File: src/rtl/pipe_ctrl.sv
// pipe_ctrl: pipeline control for the 5-stage core.
// Resolves redirects and hold requests from ex and the fetch bus into a PC
// redirect plus per-stage stall/flush controls. A taken jump is followed by a
// multi-cycle flush that covers fetch latency. Consecutive held cycles are
// counted, and a runaway stall parks the unit in HALT until reset.
//
// Ports
//   clk, rst                       clock (rising edge), async active-high reset
//   jump_en_i, jump_addr_i         taken branch/jump and its target, from ex
//   hold_ex_i                      ex instruction still executing
//   hold_bus_i                     fetch bus wait
//   jump_en_o, jump_addr_o         PC redirect and target (target 0 when idle)
//   stall_pc_o/if_id_o/id_ex_o     hold the PC / pipeline registers
//   flush_if_id_o/id_ex_o          load a bubble into the pipeline registers
//   busy_o                         not in RUN
//   timeout_o                      HALT reached; sticky until reset
//
// state | meaning
// RUN   | normal operation, redirect/stall requests serviced
// FLUSH | draining wrong-path fetches after a taken jump
// HALT  | hold timeout hit, pipeline frozen until reset
module pipe_ctrl #(
  parameter int ADDR_W       = 32,
  parameter int FLUSH_CYCLES = 2,
  parameter int HOLD_TIMEOUT = 255
) (
  input  logic              clk,
  input  logic              rst,
  input  logic              jump_en_i,
  input  logic [ADDR_W-1:0] jump_addr_i,
  input  logic              hold_ex_i,
  input  logic              hold_bus_i,
  output logic              jump_en_o,
  output logic [ADDR_W-1:0] jump_addr_o,
  output logic              stall_pc_o,
  output logic              stall_if_id_o,
  output logic              stall_id_ex_o,
  output logic              flush_if_id_o,
  output logic              flush_id_ex_o,
  output logic              busy_o,
  output logic              timeout_o
);

  localparam int FW = (FLUSH_CYCLES > 1) ? $clog2(FLUSH_CYCLES + 1) : 1;
  localparam int HW = $clog2(HOLD_TIMEOUT + 1);

  typedef enum logic [1:0] {RUN, FLUSH, HALT} state_t;

  state_t        state, state_nxt;
  logic [FW-1:0] flush_cnt, flush_nxt;
  logic [HW-1:0] hold_cnt, hold_nxt;

  always_ff @(posedge clk or posedge rst) begin
    if (rst) begin
      state     <= RUN;
      flush_cnt <= '0;
      hold_cnt  <= '0;
    end else begin
      state     <= state_nxt;
      flush_cnt <= flush_nxt;
      hold_cnt  <= hold_nxt;
    end
  end

  always_comb begin
    state_nxt     = state;
    flush_nxt     = flush_cnt;
    hold_nxt      = hold_cnt;
    jump_en_o     = 1'b0;
    jump_addr_o   = '0;
    stall_pc_o    = 1'b0;
    stall_if_id_o = 1'b0;
    stall_id_ex_o = 1'b0;
    flush_if_id_o = 1'b0;
    flush_id_ex_o = 1'b0;
    busy_o        = (state != RUN);
    timeout_o     = (state == HALT);

    unique case (state)
      RUN: begin
        // A held ex stage means its jump result is not valid yet.
        if (hold_ex_i) begin
          stall_pc_o    = 1'b1;
          stall_if_id_o = 1'b1;
          stall_id_ex_o = 1'b1;
        end else if (jump_en_i) begin
          // Redirect overrides a concurrent bus wait: the fetch is discarded anyway.
          jump_en_o     = 1'b1;
          jump_addr_o   = jump_addr_i;
          flush_if_id_o = 1'b1;
          flush_id_ex_o = 1'b1;
          if (FLUSH_CYCLES > 1) begin
            state_nxt = FLUSH;
            flush_nxt = FW'(FLUSH_CYCLES - 1);
          end
        end else if (hold_bus_i) begin
          stall_pc_o    = 1'b1;
          stall_if_id_o = 1'b1;
          flush_id_ex_o = 1'b1;
        end
      end
      FLUSH: begin
        flush_if_id_o = 1'b1;
        flush_id_ex_o = 1'b1;
        // Only completed fetches count toward draining the wrong path.
        if (hold_bus_i) begin
          stall_pc_o = 1'b1;
        end else if (flush_cnt <= FW'(1)) begin
          flush_nxt = '0;
          state_nxt = RUN;
        end else begin
          flush_nxt = flush_cnt - FW'(1);
        end
      end
      HALT: begin
        stall_pc_o    = 1'b1;
        stall_if_id_o = 1'b1;
        stall_id_ex_o = 1'b1;
      end
      default: state_nxt = RUN;
    endcase

    // HALT is entered on the edge that closes the HOLD_TIMEOUT-th held cycle.
    if (state != HALT) begin
      if (stall_pc_o)
        hold_nxt = (hold_cnt == HW'(HOLD_TIMEOUT)) ? hold_cnt : hold_cnt + HW'(1);
      else
        hold_nxt = '0;
      if (hold_nxt == HW'(HOLD_TIMEOUT))
        state_nxt = HALT;
    end

    // Outputs are forced low for the whole reset pulse, whatever the inputs do.
    if (rst) begin
      jump_en_o     = 1'b0;
      jump_addr_o   = '0;
      stall_pc_o    = 1'b0;
      stall_if_id_o = 1'b0;
      stall_id_ex_o = 1'b0;
      flush_if_id_o = 1'b0;
      flush_id_ex_o = 1'b0;
      busy_o        = 1'b0;
      timeout_o     = 1'b0;
    end
  end

endmodule

File: config.mk
export PLATFORM = sky130hd
export DESIGN_NAME = pipe_ctrl
export DESIGN_NICKNAME = d
export VERILOG_FILES = /design/src/rtl/pipe_ctrl.sv
export SDC_FILE = /design/constraint.sdc
export NUM_CORES = 1
export LEC_CHECK = 0
export ABC_AREA = 1
export BUFFER_PORTS_ARGS = -buffer_cell sky130_fd_sc_hd__buf_2
export CAP_MARGIN = 0
export CORE_UTILIZATION = 41
export CTS_BUF_LIST = sky130_fd_sc_hd__clkbuf_16
export CTS_CLUSTER_DIAMETER = 120
export DETAILED_ROUTE_END_ITERATION = 7
export GPL_ROUTABILITY_DRIVEN = 0
export PLACE_DENSITY = 0.76
export RECOVER_POWER = 25
export REMOVE_ABC_BUFFERS = 1
export SYNTH_ARGS = -nofsm -noshare
export SYNTH_HDL_FRONTEND = slang
export SYNTH_SLANG_ARGS = --single-unit
File: constraint.sdc
create_clock -name clk -period 1.95 [get_ports clk]
set_input_delay 0.39 -clock clk [delete_from_list [all_inputs] [get_ports clk]]
set_output_delay 0.39 -clock clk [all_outputs]
set_load 0.02 [all_outputs]
==> key figures <==
Setup path
  – Critical Path AT: 1.48 ns
  – Critical path required time: about 1.6 ns
  – Crit path from: state[1]
  – Setup Crit Path Kind: reg -> out
  – Worst setup SP type: register
  – CP cell instances: nor2_2 > and3_4 > nand2_1 > buf_12 > nor2_1 > buf_2
  – Crit-path slowest cell: dfrtp_1
  – Critical path endpoint category: output port
  – Launching point of the worst reg2reg path: hold_cnt[0]
  – Critical path peak fanout: 33
  – Reg2Reg Setup Slack: 0.37 ns
  – Critical path's largest stage delay: 0.39 ns

Timing
  – Period utilization: 0.959
  – RSZ-0062 raised after global routing: yes
  – Pins Over Slew Limit: 0
  – Min Hold Slack: ~0.22 ns
  – Setup TNS: 0 ns
  – Clock Skew: about 0.0011 ns
  – Crit path time final: 1.87 ns
  – Setup ws final: 0.0799 ns
  – Relative slew slack: 0.759
  – F_max: 535 MHz
  – Slew @ Worst Pin: 0.362 ns
  – Final Hold Viols: 0
  – Final setup fails: 0

Power and ir drop
  – Clock network fraction of total power: 0.540
  – Pwr/cell area: 419 nW/um^2
  – Sequential group share of total power: 0.354
  – Total chip power: 0.706 mW
  – Comb pwr share: 0.106
  – Net Sw Power: between 0.1 and 0.15 mW
  – Switching Fraction: 0.212
  – Internal cell power: 0.557 mW
  – Worst IR Drop VDD: approximately 0.94 mV
  – Leak: 1.19 nW

Die
  – Initial Utilization: 0.441
  – Core Rows: 18
  – Die X: 53.9 um
  – Full die area: 2900 um^2
  – Placeable Area: ~2500 um^2
  – Chip height: 53.9 um
  – Ports: 77

Logic synthesis
  – Mapped Avg Cell Area: approximately 5.6 um^2
  – Sequential fraction of the synthesis area: 0.272
  – Area share of the largest cell type after synthesis: 0.272
  – Synthesis Warnings: 0
  – #FFs+latches synth: 12
  – Synth cell types: 20
  – Post-synth EDFFs: 0
  – Main synth FF type: dfrtp_1
  – Async S/R FF share, synth: 1.00
  – Synth Instances: 197
  – Top cell type by total area after synthesis: dfrtp_1
  – Mapped Area: 1100 um^2
  – Synth area leaders: dfrtp_1, inv_1, nor2_1

Routing
  – Vias after detailed routing: 1378
  – Residual DRC: 0
  – WL/cell: between 10 and 15 um
  – DRT antenna net count: 0
  – DRT Wirelength: roughly 3.2 mm
  – Vias/cell: 4.46
  – Drt pass-1 iters: 4
  – DRT iter0 DRCs: 24

Final layout
  – Final instance area: 1690 um^2
  – Fin cells: 309
  – Antenna Cells: 0
  – Sequential cell area: 300 um^2
  – P&R area growth vs syn: 53.0%
  – Post-Route Utilization: 0.675
  – Post-layout net count: 318
  – Fillers: approximately 220
  – Multi-input gate area: 581 um^2
  – Fraction of final layout cells sized beyond drive strength 1: 0.351

Global route
  – First-pass GRT wire length: 4.28 mm
  – Initial antenna violation count: 0
  – Total track usage: 0.207
  – Largest net degree at the start of global routing: 34
  – Total grt overflow: 0
  – Number of global-route vias before repair: 973

Job
  – Max_cap viols: 0

Status
  – Status: completed

CTS
  – H-tree levels: 1
  – CTS tree: done
  – CTS Hold Buffers Added: 0
  – Clk pin slew, worst setup/hold paths: approximately 0.040 ns
  – Total CTS buffers: 3
  – Clock buffer depth: 2
  – Clk root buf: clkbuf_16
  – Worst-skew pair later-pin latency: ~0.24 ns
  – CTS Sinks: 12

Placement
  – Place WS: 0.175 ns
  – DP Wirelength: 2.35 mm
  – Area after DPL: about 1500 um^2
  – Placed Cells: 302
  – Port Buffers: 76

Hold path
  – Worst hold path class: in -> async
-- flip-flops by register name (all words and copies together) (netlist names) --
name / flops
hold_cnt: 8
state: 2
flush_cnt: 2
-- power by group through the flow --
stage	clock, mW	sequential, mW	combinational [mW]
3_3_place_gp	0	0.254	0.0721
5_1_grt	0.399	0.250	0.0860
6_report	0.381	0.250	0.0749
3_5_place_dp	0	0.254	0.0736
4_1_cts	0.385	0.250	0.0743
2_1_floorplan	0	0.254	0.0278
-- cell usage after synthesis (2+ instances only) --
cell	n
inv_1	54
nand2_2	2
nand3_1	16
nor2_4	2
buf_2	3
o21ai_1	2
nor2_1	49
o21ai_0	13
dfrtp_1	12
a21oi_1	6
nand2_1	29
-- path summary, 6_finish.rpt --
check / end / depth (start not counted)
max: jump_addr_o[11] / 6
min: hold_cnt[2] / 3
max reg2reg: state[1] / 9
min reg2reg: flush_cnt[0] / 2
max in group asynchronous: hold_cnt[6] / 3
min in group clk: flush_cnt[0] / 2
-- placed cells by master (no fill, tap or decap) --
cell type,Yosys,layout
nor2_1,49,45
and3_4,0,1
nand2_1,29,29
o31ai_1,1,1
o21ai_2,1,1
nand3_1,16,16
o21ai_1,2,2
nand2_2,2,2
o21bai_1,1,1
clkinv_1,0,1
inv_1,54,54
nand3_2,1,1
clkbuf_16,0,3
nor2_2,0,4
nor2_4,2,2
o21ai_0,13,13
inv_2,1,1
dfrtp_1,12,12
buf_12,0,1
buf_4,0,21
buf_2,3,61
ha_1,1,1
a21oi_1,6,6
-- critical path: cells and delay by family, from the launching register on --
kind	cells	cell delay [ns]
AND/OR/NAND/NOR	4	0.50
flip-flops	1	0.39
buffers and inverters	2	0.34
-- kinds of logic after synthesis --
logic type               Yosys count  synth area share
AND/OR/NAND/NOR                  100             0.385
buffers and inverters             60             0.215
AO/OA/AOI/OAI                     24             0.117
flip-flops                        12             0.272
adder cells (fa/ha/maj)            1            0.0113
-- layer usage --
layer,part of all wire,track usage
met4,0.0073,0.0658
met1,0.43,0.266
met2,0.50,0.337
met3,0.057,0.0508
met5,0,0
-- final cells by class --
type | count | share of cell area
inverter | 55 | 0.122
clock inverter | 1 | 0.00223
sequential | 12 | 0.178
multi-input combinational | 125 | 0.344
clock buffer | 3 | 0.0445
timing repair buffer | 83 | 0.286
tap | 30 | 0.0223
-- what timing repair did --
action	4_1_cts	5_1_grt
setup endpoints to repair	32	33
resized for setup	1	22
buffers inserted	0	3
(Power assumes the default switching activity.)
